--- src/rtl/pc_gen_pkg.sv ---
// Shared types and constants for the program-counter generator.
package pc_gen_pkg;

    typedef enum logic [1:0] {
        ST_BOOT = 2'd0,
        ST_RUN  = 2'd1,
        ST_HOLD = 2'd2,
        ST_HALT = 2'd3
    } pc_state_e;

    localparam int unsigned PC_STEP_FULL = 32'd4;
    localparam int unsigned PC_STEP_HALF = 32'd2;

    // Selects the PC increment for an accepted fetch.
    function automatic int unsigned pc_step(input logic c_ext, input logic step_half);
        if (c_ext && step_half) begin
            return PC_STEP_HALF;
        end else begin
            return PC_STEP_FULL;
        end
    endfunction

endpackage

--- src/rtl/pc_align_chk.sv ---
// Combinational check that a redirect target lies on a legal instruction boundary.
module pc_align_chk #(
    parameter int unsigned XLEN  = 32,
    parameter int unsigned C_EXT = 0
) (
    input  logic [XLEN-1:0] addr_i,
    output logic            aligned_o
);

    // Halfword boundary with compressed instructions, word boundary otherwise.
    localparam logic [XLEN-1:0] ALIGN_MASK = (C_EXT != 0) ? XLEN'(1) : XLEN'(3);

    // Target is aligned when every masked low bit is clear.
    always_comb begin
        aligned_o = ((addr_i & ALIGN_MASK) == {XLEN{1'b0}});
    end

endmodule

--- src/rtl/pc_gen.sv ---
// Fetch program-counter generator: boot, sequential fetch, stall, redirect and halt-on-misalign.
module pc_gen
    import pc_gen_pkg::*;
#(
    parameter int unsigned     XLEN       = 32,
    parameter logic [XLEN-1:0] RESET_ADDR = '0,
    parameter int unsigned     C_EXT      = 0
) (
    input  logic            clk_i,
    input  logic            rst_ni,
    input  logic            reboot_i,
    input  logic [XLEN-1:0] boot_addr_i,
    input  logic            trap_valid_i,
    input  logic [XLEN-1:0] trap_addr_i,
    input  logic            jump_valid_i,
    input  logic [XLEN-1:0] jump_addr_i,
    input  logic            hold_i,
    input  logic            step_half_i,
    output logic            req_valid_o,
    input  logic            req_ready_i,
    output logic [XLEN-1:0] req_addr_o,
    output logic            misalign_o,
    output logic            halted_o
);

    pc_state_e       state_q, state_d;
    logic [XLEN-1:0] pc_q, pc_d;
    logic            misalign_q, misalign_d;
    logic            trap_ok_s;
    logic            jump_ok_s;
    logic [XLEN-1:0] step_s;

    pc_align_chk #(.XLEN(XLEN), .C_EXT(C_EXT)) u_trap_chk (
        .addr_i    (trap_addr_i),
        .aligned_o (trap_ok_s)
    );

    pc_align_chk #(.XLEN(XLEN), .C_EXT(C_EXT)) u_jump_chk (
        .addr_i    (jump_addr_i),
        .aligned_o (jump_ok_s)
    );

    // Increment applied to the PC when a fetch is accepted.
    always_comb begin
        step_s = XLEN'(pc_step(C_EXT != 0, step_half_i));
    end

    // Next-state and next-PC selection in priority order.
    always_comb begin
        state_d    = state_q;
        pc_d       = pc_q;
        misalign_d = 1'b0;
        if (reboot_i) begin
            state_d = ST_BOOT;
        end else if (state_q == ST_BOOT) begin
            pc_d    = boot_addr_i;
            state_d = ST_RUN;
        end else if (trap_valid_i) begin
            if (trap_ok_s) begin
                pc_d    = trap_addr_i;
                state_d = ST_RUN;
            end else begin
                misalign_d = 1'b1;
                state_d    = ST_HALT;
            end
        end else if (jump_valid_i && (state_q != ST_HALT)) begin
            if (jump_ok_s) begin
                pc_d    = jump_addr_i;
                state_d = ST_RUN;
            end else begin
                misalign_d = 1'b1;
                state_d    = ST_HALT;
            end
        end else begin
            case (state_q)
                ST_RUN: begin
                    // A stall outranks the handshake, so the PC does not move.
                    if (hold_i) begin
                        state_d = ST_HOLD;
                    end else if (req_ready_i) begin
                        pc_d = pc_q + step_s;
                    end else begin
                        pc_d = pc_q;
                    end
                end
                ST_HOLD: begin
                    if (!hold_i) begin
                        state_d = ST_RUN;
                    end else begin
                        state_d = ST_HOLD;
                    end
                end
                ST_HALT: begin
                    state_d = ST_HALT;
                end
                default: begin
                    state_d = ST_BOOT;
                end
            endcase
        end
    end

    // State, PC and misalign-pulse registers.
    always_ff @(posedge clk_i or negedge rst_ni) begin
        if (!rst_ni) begin
            state_q    <= ST_BOOT;
            pc_q       <= RESET_ADDR;
            misalign_q <= 1'b0;
        end else begin
            state_q    <= state_d;
            pc_q       <= pc_d;
            misalign_q <= misalign_d;
        end
    end

    // Outputs decode registered state only; nothing depends on req_ready_i combinationally.
    always_comb begin
        req_valid_o = (state_q == ST_RUN);
        halted_o    = (state_q == ST_HALT);
        req_addr_o  = pc_q;
        misalign_o  = misalign_q;
    end

endmodule

--- config.mk ---
export PLATFORM = sky130hd
export DESIGN_NAME = pc_gen
export DESIGN_NICKNAME = d
export VERILOG_FILES = /design/src/rtl/pc_gen_pkg.sv /design/src/rtl/pc_align_chk.sv /design/src/rtl/pc_gen.sv
export SDC_FILE = /design/constraint.sdc
export NUM_CORES = 1
export LEC_CHECK = 0
export CORE_MARGIN = 5
export CORE_UTILIZATION = 46
export CTS_CLUSTER_SIZE = 24
export DETAILED_ROUTE_END_ITERATION = 10
export PLACE_DENSITY = 0.95
export SLEW_MARGIN = 0
export SYNTH_ARGS = -nofsm -noshare
export SYNTH_HDL_FRONTEND = slang
export SYNTH_SLANG_ARGS = --single-unit
--- constraint.sdc ---
create_clock -name clk_i -period 6.34 [get_ports clk_i]
set_clock_uncertainty 0.1 [all_clocks]
set_input_delay 0.951 -clock clk_i [delete_from_list [all_inputs] [get_ports clk_i]]
set_output_delay 0.951 -clock clk_i [all_outputs]
set_load 0.005 [all_outputs]
# == Word level (Yosys, flattened, before mapping) ==
# Cells that the tools add are included.
# op_classes
n_addsub,1
bitwise,1
reduce_logical,7
mux,23
n_eq_ne,8
# op_table
op,count
$mux 32,8
$logic_not 32->1,2
$add 32x3->32 const B,1
$mux 2,8
$reduce_bool 4->1,2
$mux 1,6
$ne 6x4->1 const B,1
$pmux 2 s3,1
$reduce_and 6->1,1
$eq 2x2->1 const B,2
$ne 4x2->1 const B,1
$ne 4x4->1 const B,1
$ne 3x1->1 const B,1
$eq 2x1->1 const B,1
$logic_not 2->1,1
$ne 2x2->1 const B,1
$logic_and 1x1->1,1
$not 1->1,1
# word_totals
in_bits,104
ff_bits,35
word_cells,43

# == Longest topological paths before layout ==
# depth
ltp_word,7
mapped_depth,9
mapped_depth_nobuf,6

# == Cells and area by module ==
# Synthesis repeated with hierarchy kept, for this count alone.
# unflattened
cells_unflattened,402
area_unflattened_um2,2974.1
# by_module_without_submodules
module,seq_area_each_um2,area_each_um2,n_inst,cells_per_inst
pc_gen,875.8,2966.6,1,400
pc_align_chk,0.0,3.8,2,1

# == Worst setup path after synthesis ==
# No wires, ideal clock.
# synth_path
path_kind,input-to-reg
start,input jump_valid_i
end,register pc_q[0] (netlist: req_addr_o[0])
stages,6
arrival_ps,2283
setup_ps,125
setup_slack_ps,3832
path_cell_list,a21bo_1 -> buf_2 -> o31a_1 -> o221a_2 -> nand2_1 -> mux2_2
# synth_via
elab_chain_cells,4
elab_cells_between_ends,9
cone_classes,eq/ne (2); mux (3); reduce/logical (4)
# synth_lines
item,line_no,source
start: declaration,pc_gen.sv:15,"input logic jump_valid_i,"
$logic_and 1x1->1 (*),pc_gen.sv:66,end else if (jump_valid_i && (state_q != ST_HALT)) begin
branches (longest 3 deep; another with $reduce_and 6->1),--,
end signal: assignment,pc_gen.sv:111,pc_q <= pc_d;
end: declaration,pc_gen.sv:27,"logic [XLEN-1:0] pc_q, pc_d;"
# Every way passes the cells marked *.
# A chain may end at the register's enable or synchronous reset.

# == Worst setup path after layout ==
# layout_path
start,input jump_valid_i
end,register pc_q[25] (netlist: req_addr_o[25])
# Same word-level chain as after synthesis.

==> results by group <==
Die
  • DIE WIDTH: 91.5 um
  • Std-Cell Rows: 29
  • Initial Utilization: 47.8%
  • Die Span Y: ~91 um
  • Ports: ~140
  • Die ar.: approximately 8400 um2
  • Core ar.: 6390 um2

Logic synthesis
  • Post-synth top area cell: dfrtp_1
  • Synth Flop Type: dfrtp_1
  • Number of synthesized flops with an enable pin: 0
  • Synth unique cells: 62
  • Ys async rst share: 100%
  • Synthesis-stage register bit count: 35
  • Sequential element share of the synthesized area: between 20% and 30%
  • Synth Warn #: 0
  • Synthesized Nets: about 520
  • Yosys top cell area share: between 20 and 30%
  • Top cells by area, synth: dfrtp_1 29%, o21ai_0 7.9%, nand2_1 6.2%
  • Post-Synthesis Cells: 410
  • Mapped cell area: 3050 um2
  • Mean area per synthesized cell: around 7.4 um2

Pwr
  • Pwr dens: approximately 220 nW/um2
  • Peak VDD IR: 143 uV
  • Leakage Power: around 1.7 nW

Clocking
  • Clock Latency Late Sink: 0.29 ns
  • Clock-pin slew on the worst setup and hold paths: ~0.070 ns
  • CTS tree: yes
  • Resized cells post-CTS: 0
  • Clock sinks: 35
  • Hold-fix buffers, CTS: 0
  • Post-CTS Setup Bufs: 0
  • H-tree levels: 2
  • Root buffer cell: clkbuf_8
  • TritonCTS Buffers: 5
  • Longest Clk Path Bufs: 2

Routing
  • DRC Markers: 0
  • DR vias/cell: 6.37
  • ANT nets after route: 0
  • DR WL/cell: about 19 um
  • Vias post-DR: between 3000 and 4000
  • Routed Wire Length: ~12 mm
  • 1st-iter DRT viols: 270
  • DRT Pass-1 Iters: 5

Worst hold path
  • Hold Path Class: reg2reg

Layout
  • Nets@finish: 632
  • Share of layout cells above drive strength 1: 6.25%
  • Most common cell after layout, fill and taps aside: clkdlybuf4s50_1
  • Area growth, synth to finish: 47.3%
  • Final std cell area, no fill: roughly 4500 um2
  • N_diodes: 0
  • Commonest cells after routing, fill and taps aside: 135 x clkdlybuf4s50_1, 50 x nand2_1, 48 x o21ai_0, 42 x nor2_1, 35 x dfrtp_1
  • Final cell count without fillers: between 600 and 700

Timing
  • Fmax: approximately 240 MHz
  • Final Hold Vio Count: 0
  • Max-slew headroom: approximately a fifth
  • Setup TNS: 0 ns
  • Minimum clock period: about 4.2 ns
  • Final max-slew violation count: 0
  • Worst Tran Pin Value: 1.19 ns
  • Setup violations, final: 0
  • RSZ-0062 raised after global routing: false
  • Final period util: roughly two thirds

GRT
  • Largest net degree at the start of global routing: 59
  • Congestion Overflow GR: 0
  • Vias in the first global route: between 3000 and 4000
  • First-pass GRT wire length: around 18 mm
  • Gr usage total: around a quarter
  • Initial antenna violation count: 0

Place
  • Gpl congestion: slightly below 0.9
  • DP Area: between 4000 and 5000 um2
  • Port Buf Inserts: 137
  • HPWL after detailed placement: just over 8 mm
  • DP Cell Count: slightly below 600

Critical path
  • Startpoint types: input pin
  • CP endpoint kind: flop
  • CP Max Fanout: between 40 and 50
  • Req. time, crit path: around 6.4 ns
  • Data arrival, critical path: approximately 4.3 ns
  • Setup Crit Path Kind: in2reg

Outcome
  • Status: finished clean

Job
  • Max Cap Viol: 0
==> through the flow <==
step	power (mW)	hold WS (ns)	util, %	setup slack (ns)
after floorplan	0.546	0.404	-	3.83
final	0.976	0.411	70.4	2.11
after CTS	0.970	0.412	70.4	2.18
after detailed placement	0.785	0.396	68.8	1.90
after global routing	1.03	0.428	70.4	1.98
after global placement	0.765	0.389	68.8	2.02
==> sequential cells by signal, summed over array words and instances, names as in the netlist <==
name / flops
state_q: 2
req_addr_o: 32
misalign_o: 1
==> per-layer routing <==
metal | global-route usage, % | up-vias | share of wire [%]
met5 | 0 | - | 0
met4 | 9.78 | 0 | 2.4
met3 | 5.70 | 33 | 9.3
met2 | 44.7 | 243 | 49
met1 | 32.9 | 1801 | 39
li1 | - | 1776 | -
==> where the power goes <==
part           switching, mW  total (mW)  internal (mW)
Sequential            0.0941       0.372          0.278
Combinational          0.184       0.417          0.233
Clock                 0.0874       0.187         0.0994
==> critical path: stages <==
cell and delay [ns]:
clkdlybuf4s50_1 0.49, a21bo_1 0.79, nand2_2 0.53, o221ai_4 1.07, nor3_1 0.15, a211o_1 0.31
==> synthesized netlist by cell type, types with 11 or more instances <==
| cell type | count |
|---|---|
| a21oi_1 | 26 |
| nand2_1 | 50 |
| inv_1 | 12 |
| a211oi_1 | 15 |
| dfrtp_1 | 35 |
| nand3_1 | 12 |
| o21ai_0 | 48 |
| nor3_1 | 14 |
| a31oi_1 | 17 |
| buf_2 | 11 |
| clkbuf_1 | 13 |
| nor2_1 | 43 |
==> logic make-up (layout without fill, tap and decap cells) <==
group / after synthesis / after routing / share of synthesized area [%]
DFF: 35 / 35 / 28.7
buffers and inverters: 43 / 161 / 6.48
muxes: 3 / 3 / 1.11
AOI/OAI and AO/OA: 159 / 159 / 34.4
and+or+nand+nor: 164 / 164 / 27.5
adders and majority gates: 1 / 1 / 0.410
xor gates and xnor gates: 5 / 5 / 1.43
==> area by class of cell <==
class	count	area, um2
multi-input combinational	332	1990
fill	504	1890
timing repair buffer	141	1390
sequential	35	876
clock buffer	8	100
tap	77	96.3
inverter	12	45.0
==> final timing paths <==
check                      cells past startpoint  slack (ns)     startpoint             end
max                                            6        2.11   jump_valid_i  req_addr_o[25]
min                                            1        0.41  req_addr_o[1]   req_addr_o[1]
max reg2reg                                    5        2.75     state_q[1]  req_addr_o[25]
min reg2reg                                    1        0.41  req_addr_o[1]   req_addr_o[1]
max in group asynchronous                      1        4.97         rst_ni   req_addr_o[4]
min in group asynchronous                      1        0.65         rst_ni  req_addr_o[31]
(Power assumes the default switching activity.)
